**config.mk**
```make
export PLATFORM = sky130hd
export DESIGN_NAME = seq_mul_cla_flat
export DESIGN_NICKNAME = d
export VERILOG_FILES = /design/src/rtl/seq_mul_cla_if.sv /design/src/rtl/seq_mul_cla.sv /design/src/flat_wrapper.sv
export SDC_FILE = /design/constraint.sdc
export NUM_CORES = 1
export LEC_CHECK = 0
export BUFFER_PORTS_ARGS = -buffer_cell sky130_fd_sc_hd__buf_2
export CELL_PAD_IN_SITES_DETAIL_PLACEMENT = 0
export CELL_PAD_IN_SITES_GLOBAL_PLACEMENT = 1
export CORE_ASPECT_RATIO = 1.25
export CORE_MARGIN = 5
export CORE_UTILIZATION = 39
export CTS_CLUSTER_DIAMETER = 30
export DETAILED_ROUTE_END_ITERATION = 10
export GPL_ROUTABILITY_DRIVEN = 0
export PLACE_DENSITY = 0.74
export SLEW_MARGIN = 30
export SYNTH_ARGS = -nofsm -noshare
export SYNTH_HDL_FRONTEND = slang
export SYNTH_SLANG_ARGS = --single-unit
```
**constraint.sdc**
```tcl
create_clock -name clk -period 3.5 [get_ports clk]
set_clock_uncertainty 0.15 [all_clocks]
set_input_delay 0.175 -clock clk [delete_from_list [all_inputs] [get_ports clk]]
set_output_delay 0.175 -clock clk [all_outputs]
set_load 0.02 [all_outputs]
```
**src/rtl/seq_mul_cla_if.sv**
```systemverilog
// seq_mul_cla_if
//   Handshake and operand bundle for the iterative multiplier seq_mul_cla.
//   The requester (master) drives start/sign/a/b and watches busy/done/p.
//   The multiplier (slave) consumes the request and returns the product.
//
// Signals:
//   start  request a multiply, only honoured while busy=0
//   sign   1 = signed two's complement operands, 0 = unsigned
//   a      multiplicand, WIDTH bits
//   b      multiplier, WIDTH bits
//   busy   operation in progress
//   done   one-cycle pulse, p has just been updated
//   p      product register, 2*WIDTH bits, held until the next completion
interface seq_mul_cla_if #(
  parameter int WIDTH = 32
);
  logic                 start;
  logic                 sign;
  logic [WIDTH-1:0]     a;
  logic [WIDTH-1:0]     b;
  logic                 busy;
  logic                 done;
  logic [2*WIDTH-1:0]   p;

  modport master (
    output start, sign, a, b,
    input  busy, done, p
  );

  modport slave (
    input  start, sign, a, b,
    output busy, done, p
  );
endinterface

```
**src/rtl/seq_mul_cla.sv**
```systemverilog
// seq_mul_cla
//   Iterative shift-add multiplier. Signed operands are converted to
//   magnitudes on the start edge, WIDTH accumulation steps run through one
//   WIDTH-bit carry-lookahead adder (4-bit lookahead groups, group carries
//   chained), and a final cycle restores the sign of the 2*WIDTH product.
//   Latency is fixed: start sampled at edge E0, done pulses after E(WIDTH+1).
//
// Ports:
//   clk     clock, all state changes on the rising edge
//   rst     synchronous active-high reset, abandons any operation
//   mulBus  seq_mul_cla_if.slave: start/sign/a/b in, busy/done/p out
//
// WIDTH must be a multiple of 4 because the adder is built from 4-bit groups.
module seq_mul_cla #(
  parameter  int WIDTH = 32,
  localparam int CW    = $clog2(WIDTH),
  localparam int NG    = WIDTH / 4
) (
  input logic          clk,
  input logic          rst,
  seq_mul_cla_if.slave mulBus
);

  typedef enum logic [1:0] {IDLE, RUN, FIX} state_t;

  state_t               state_q;
  logic                 busy_q;
  logic                 done_q;
  logic                 neg_q;
  logic [WIDTH-1:0]     mcand_q;
  // The accumulator's carry bit is shifted into hi on every step, so the
  // stored upper half only ever needs WIDTH bits; the extra carry position
  // of the adder output is consumed by the shift.
  logic [WIDTH-1:0]     hi_q;
  logic [WIDTH-1:0]     lo_q;
  logic [CW-1:0]        cnt_q;
  logic [2*WIDTH-1:0]   p_q;

  logic [WIDTH-1:0]     addend;
  logic [WIDTH-1:0]     claGen;
  logic [WIDTH-1:0]     claProp;
  logic [WIDTH-1:0]     bitCarry;
  logic [NG:0]          groupCarry;
  logic [3:0]           g4;
  logic [3:0]           p4;
  logic                 c0;
  logic [WIDTH-1:0]     claSum;
  logic                 claCarry;
  logic [WIDTH-1:0]     hi_d;
  logic [WIDTH-1:0]     lo_d;
  logic [2*WIDTH-1:0]   mag;
  logic [2*WIDTH-1:0]   p_d;

  // Adding zero when the multiplier bit is clear gives {0,hi} directly.
  assign addend = lo_q[0] ? mcand_q : '0;

  // Carry-lookahead adder: each 4-bit group resolves its internal carries
  // from generate/propagate terms and produces a group generate/propagate
  // pair, which forms the carry into the next group. Carry-in is zero.
  always_comb begin
    claGen     = hi_q & addend;
    claProp    = hi_q ^ addend;
    groupCarry = '0;
    bitCarry   = '0;
    g4         = '0;
    p4         = '0;
    c0         = 1'b0;
    for (int k = 0; k < NG; k++) begin
      g4 = claGen[4*k +: 4];
      p4 = claProp[4*k +: 4];
      c0 = groupCarry[k];
      bitCarry[4*k]   = c0;
      bitCarry[4*k+1] = g4[0] | (p4[0] & c0);
      bitCarry[4*k+2] = g4[1] | (p4[1] & g4[0]) | (p4[1] & p4[0] & c0);
      bitCarry[4*k+3] = g4[2] | (p4[2] & g4[1]) | (p4[2] & p4[1] & g4[0])
                      | (p4[2] & p4[1] & p4[0] & c0);
      groupCarry[k+1] = g4[3] | (p4[3] & g4[2]) | (p4[3] & p4[2] & g4[1])
                      | (p4[3] & p4[2] & p4[1] & g4[0])
                      | (&p4 & c0);
    end
    claSum   = claProp ^ bitCarry;
    claCarry = groupCarry[NG];
  end

  // One step of the shift-add: {hi,lo} = {c,s,lo} >> 1.
  assign hi_d = {claCarry, claSum[WIDTH-1:1]};
  assign lo_d = {claSum[0], lo_q[WIDTH-1:1]};

  // Sign restoration of the unsigned magnitude product.
  assign mag = {hi_q, lo_q};
  assign p_d = neg_q ? -mag : mag;

  // Control FSM and datapath registers. Operands are converted to magnitudes
  // when start is accepted, so later changes on a/b have no effect and a
  // start seen while busy is simply ignored. done is raised only by FIX, so
  // it never coincides with busy, and a reset in RUN leaves no pulse.
  always_ff @(posedge clk) begin
    if (rst) begin
      state_q <= IDLE;
      busy_q  <= 1'b0;
      done_q  <= 1'b0;
      neg_q   <= 1'b0;
      mcand_q <= '0;
      hi_q    <= '0;
      lo_q    <= '0;
      cnt_q   <= '0;
      p_q     <= '0;
    end else begin
      done_q <= 1'b0;
      unique case (state_q)
        IDLE: begin
          if (mulBus.start) begin
            neg_q   <= mulBus.sign & (mulBus.a[WIDTH-1] ^ mulBus.b[WIDTH-1]);
            mcand_q <= (mulBus.sign & mulBus.a[WIDTH-1]) ? -mulBus.a : mulBus.a;
            lo_q    <= (mulBus.sign & mulBus.b[WIDTH-1]) ? -mulBus.b : mulBus.b;
            hi_q    <= '0;
            cnt_q   <= '0;
            busy_q  <= 1'b1;
            state_q <= RUN;
          end
        end
        RUN: begin
          hi_q  <= hi_d;
          lo_q  <= lo_d;
          cnt_q <= cnt_q + 1'b1;
          if (cnt_q == CW'(WIDTH - 1)) begin
            state_q <= FIX;
          end
        end
        FIX: begin
          p_q     <= p_d;
          done_q  <= 1'b1;
          busy_q  <= 1'b0;
          state_q <= IDLE;
        end
        default: begin
          state_q <= IDLE;
          busy_q  <= 1'b0;
        end
      endcase
    end
  end

  assign mulBus.busy = busy_q;
  assign mulBus.done = done_q;
  assign mulBus.p    = p_q;

endmodule
```
**src/flat_wrapper.sv**
```systemverilog
// flat-port wrapper written by rule: the top's interface ports become plain ports
module seq_mul_cla_flat 
#(
  parameter  int WIDTH = 32,
  localparam int CW    = $clog2(WIDTH),
  localparam int NG    = WIDTH / 4
)
  (clk, rst, mulBus_start, mulBus_sign, mulBus_a, mulBus_b, mulBus_busy, mulBus_done, mulBus_p);
  seq_mul_cla_if #(.WIDTH(WIDTH)) mulBus_i ();
  input logic clk;
  input logic rst;
  input wire logic [$bits(mulBus_i.start)-1:0] mulBus_start;
  input wire logic [$bits(mulBus_i.sign)-1:0] mulBus_sign;
  input wire logic [$bits(mulBus_i.a)-1:0] mulBus_a;
  input wire logic [$bits(mulBus_i.b)-1:0] mulBus_b;
  output wire logic [$bits(mulBus_i.busy)-1:0] mulBus_busy;
  output wire logic [$bits(mulBus_i.done)-1:0] mulBus_done;
  output wire logic [$bits(mulBus_i.p)-1:0] mulBus_p;
  assign mulBus_i.start = mulBus_start;
  assign mulBus_i.sign = mulBus_sign;
  assign mulBus_i.a = mulBus_a;
  assign mulBus_i.b = mulBus_b;
  assign mulBus_busy = mulBus_i.busy;
  assign mulBus_done = mulBus_i.done;
  assign mulBus_p = mulBus_i.p;
  seq_mul_cla #(.WIDTH(WIDTH)) u_core (.clk(clk), .rst(rst), .mulBus(mulBus_i));
endmodule
```
; Word-level counts from Yosys, hierarchy flattened
; Cells that the tools add are included.
[totals]
romBits = 0
latch_bits = 0
mem_count = 0
mem_bits_rw = 0
in_bits = 68
register_bits = 170
[op_classes]
n_lt_le_gt_ge = 0
mul = 0
addsub = 4
shifts = 0
n_div = 0
n_eq_ne = 5
muxes = 16
reduce_logical = 13
bitwise = 198
[op_table]
columns = cell, n
row1 = 2-to-1 mux 32 bit, 5
row2 = one-hot mux 32 bit (2 select lines), 2
row3 = AND 1 bit, 117
row4 = bitwise OR 1 bit, 76
row5 = 2-to-1 mux 64 bit, 1
row6 = negation 32 bit, 2
row7 = negation 64 bit, 1
row8 = bitwise XOR 32 bit, 2
row9 = AND 32 bit, 1
row10 = AND reduction 4 bit, 7
row11 = one-hot mux 5 bit (2 select lines), 1
row12 = AND reduction 2 bit, 4
row13 = adder 5 x 1 -> 5 bit (second input constant), 1
row14 = equality test 5 bit (second input constant), 1
row15 = 2-to-1 mux 5 bit, 1
row16 = 2-to-1 mux 2 bit, 2
row17 = one-hot mux 2 bit (2 select lines), 1
row18 = equality test 2 x 1 -> 1 bit (second input constant), 1
row19 = equality test 2 bit (second input constant), 1
row20 = logical NOT 2 bit, 1
row21 = 2-to-1 mux 1 bit, 2
row22 = inequality test 2 x 1 -> 1 bit (second input constant), 1
row23 = inequality test 2 bit (second input constant), 1
row24 = one-hot mux 1 bit (2 select lines), 1
row25 = 3 further kinds, 3

; Depth between registers and ports, before layout
[depth]
ltp_word = 22
ltp_mapped = 16
ltp_nobuf = 13

; Least setup slack after synthesis
; No wires, ideal clock.
[synth_path]
path_type = flip-flop to flip-flop
start = register u_core.lo_q[0]
end = register u_core.p_q[28], in the netlist u_core.mulBus.p[28]
setup_slack_ns = 0.176
setup_ns = 0.086
path_stages_with_launch = 14
t_arrival_ns = 3.088
n_path_buf = 3
path_cell_list = dfxtp_1 > clkbuf_1 > clkbuf_1 > inv_1 > ha_1 > or3b_2 > or4_1 > clkbuf_1 > nor4_2 > inv_1 > or3_1 > o41ai_2 > xor2_1 > a211oi_1
[synth_between]
elab_chain_cells = 2
[synth_lines]
columns = element, line
row1 = "start, declared", seq_mul_cla.sv:35  ; logic [WIDTH-1:0] lo_q;
row2 = "start signal, assigned", seq_mul_cla.sv:115  ; lo_q <= (mulBus.sign & mulBus.b[WIDTH-1]) ? -mulBus.b : mulBus.b;
row3 = "start signal, assigned", seq_mul_cla.sv:124  ; lo_q <= lo_d;
row4 = negation 64 bit, seq_mul_cla.sv:91  ; assign p_d = neg_q ? -mag : mag;
row5 = 2-to-1 mux 64 bit, seq_mul_cla.sv:91
row6 = "end signal, assigned", seq_mul_cla.sv:131  ; p_q <= p_d;
row7 = "end, declared", seq_mul_cla.sv:37  ; logic [2*WIDTH-1:0] p_q;
; No other way between the ends.
; A chain may end at the register's enable or synchronous reset.

; Final worst setup path
; Ends and elaborated chain as after synthesis.

==> flow_metrics.tcl <==
set metrics [dict create \
    fin_nets 1510 \
    status "completed" \
    synthCells 1218 \
    wl_mm 28.5 \
    route.vias.total 9295 \
    port_buffers 133 \
    finalSetupViolCount 0 \
    vdd_drop_max_v 0.000303 \
    ys_seq_area_frac 0.343 \
    drtIter0Drc 477 \
    yosysWarnings 0 \
    critical_path_class "flop to flop" \
    rows 65 \
    grt_max_degree 78 \
    grt-ovfl-total 0 \
    viasPerCell 5.33 \
    start_util 0.394 \
    syn_to_final_growth_pct 24.0 \
    final_cell_mix "dfxtp_1, buf_2, nor2_1" \
    leakagePower_nw 5.01 \
    postLayoutCoreUtil 0.488 \
    grt_use_total 0.195 \
    insertion_delay_ps 440 \
    die_h_um 188 \
    critPathLaunchType "flop" \
    synthDistinctLibCells 58 \
    max_freq_mhz 301 \
    synth_edf_count 0 \
    clk_path_buf_depth 2 \
    synth_seq_cells 170 \
    tightestPinTransition_ps 739 \
    route.detailed.drc 0 \
    grt_pass1_vias 9046 \
    maxCapViolCount 0 \
    grt_pass1_wl_mm 46.3 \
    clkTransAtPathRegs_ps 70 \
    slew_viol_final 0 \
    cts_tree "done" \
    tritoncts.num_buffers 17 \
    ant_nets 0 \
    h-tree-depth 4 \
    cts_sinks 170 \
    die_area_um2 28800 \
    antenna_found_initial 1 \
    avgSynthCellArea_um2 8.15 \
    slew_headroom 0.508 \
    syn_nets 1331 \
    hpwlAfterDp_mm 20.8 \
    core_area_um2 25200 \
    finalSetupTns_ps 0 \
    timing.final.crit_share 0.950 \
    synth_area_um2 9930 \
    power_w 0.00476 \
    power.density_nw_per_um2 387 \
    drive_above_1_share 0.170 \
    final_common_cell "dfxtp_1" \
    ioPinCount 134 \
    critPathArrivalTime_ps 3520 \
    drt_first_pass_iters 5 \
    cts_root_buffer "clkbuf_16" \
    path_max_fanout 10 \
    rsz0062_at_grt "no" \
    hold_class "input pin to flop" \
    async_flop_share 0 \
    wire_per_inst_um 16.3 \
    hold_violations 0 \
    critPathRequiredTime_ps 3700 \
    die_x_um 153 \
    finalCriticalPeriod_ps 3320 \
    cp-end-kind "flop" \
    ys.flop_type "dfxtp_1" \
]
stage by stage:
stage          hold slack (ps)  cell area [µm²]  instances  worst slack [ps]
2_1_floorplan              161             9930       1218               176
3_3_place_gp               289            11100       1658               107
3_5_place_dp               294            11100       1658              68.4
4_1_cts                  0.904            12300       1742              39.1
5_1_grt                   31.3            12300       1743              29.8
6_report                  2.08            12300       1743               175
logic make-up after synthesis:
kind of cell               count (synthesis)  share of synthesized area
and+or+nand+nor                          417                      0.203
adders and majority gates                 45                     0.0628
xor gates and xnor gates                 136                      0.120
DFF                                      170                      0.343
muxes                                      3                    0.00328
buffers and inverters                     98                     0.0370
AOI/OAI and AO/OA                        349                      0.231
cell type report:
type	count	area, µm²
multi-input cells	950	6220
clock buffers	20	437
flip-flops and latches	170	3410
well taps	335	419
repair buffers	237	1600
diodes	1	2.50
clock inverters	9	150
fillers	2479	12900
inverters	21	78.8
cell usage after synthesis (4+ instances only):
cell / number / share of area
inv_1: 21 / 0.0079
xor2_1: 110 / 0.097
nor4_1: 10 / 0.0063
nand3_1: 33 / 0.017
nand2_1: 120 / 0.045
a21oi_1: 90 / 0.045
or4_1: 15 / 0.011
nor2_1: 123 / 0.046
clkbuf_1: 75 / 0.028
o21ai_0: 61 / 0.031
and3_1: 5 / 0.0032
o31ai_1: 30 / 0.023
a22o_1: 10 / 0.0088
o21ai_1: 4 / 0.0020
xnor2_1: 26 / 0.023
nand4_1: 7 / 0.0044
nor3_1: 18 / 0.0091
o41ai_1: 13 / 0.011
ha_1: 37 / 0.047
a21o_1: 6 / 0.0045
fa_1: 8 / 0.016
or3_1: 17 / 0.011
dfxtp_1: 170 / 0.34
and2_1: 35 / 0.022
a31oi_1: 10 / 0.0063
a311oi_1: 5 / 0.0044
nand3b_1: 5 / 0.0038
a211oi_1: 74 / 0.056
or2_2: 5 / 0.0032
nand2b_1: 4 / 0.0025
a22oi_1: 27 / 0.020
what timing repair did:
| action | 4_1_cts | 5_1_grt |
|---|---|---|
| hold buffers | 55 | 0 |
| gates resized for setup | 0 | 6 |
| setup buffers | 0 | 0 |
| setup endpoints to repair | 0 | 17 |
| hold endpoints to repair | 54 | 0 |
sequential cells by signal, indices dropped and copies added, names as in the netlist:
register and flops:
u_core.mulBus.busy 1, u_core.lo_q 32, u_core.mulBus.done 1, u_core.state_q 2, u_core.cnt_q 5, u_core.neg_q 1
u_core.mulBus.p 64, u_core.hi_q 32, u_core.mcand_q 32
layer usage:
metal / wire, µm / vias up / track usage
met5: 0 / - / 0
met4: 686 / 0 / 0.0641
met3: 1070 / 40 / 0.0326
met2: 14200 / 185 / 0.346
met1: 12500 / 4329 / 0.240
li1: - / 4741 / -
worst max-delay path, stage by stage (launching register included):
cell and delay, ps:
dfxtp_4 380, inv_1 70, ha_1 150, or3b_2 490, or4_1 660, nor4_4 290
inv_1 80, or3_1 370, o41ai_2 250, xor2_1 110, a211oi_1 220
worst paths after layout:
kind	from	endpoint	slack [ps]	cells after the start
worst max-delay path	u_core.lo_q[0]	u_core.mulBus.p[28]	180	10
worst min-delay path	mulBus_b[23]	u_core.lo_q[23]	2	5
worst max register to register	u_core.lo_q[0]	u_core.mulBus.p[28]	180	10
worst min register to register	u_core.mulBus.p[0]	u_core.mulBus.p[0]	300	2
power by group:
group,leakage [nW],total [W],switching [W],internal (W)
clock network,0.282,0.00195,0.000776,0.00118
logic,3.35,0.000729,0.000426,0.000303
registers,1.38,0.00208,0.0000760,0.00201
total,5.01,0.00476,0.00128,0.00349
(Power assumes the default switching activity.)
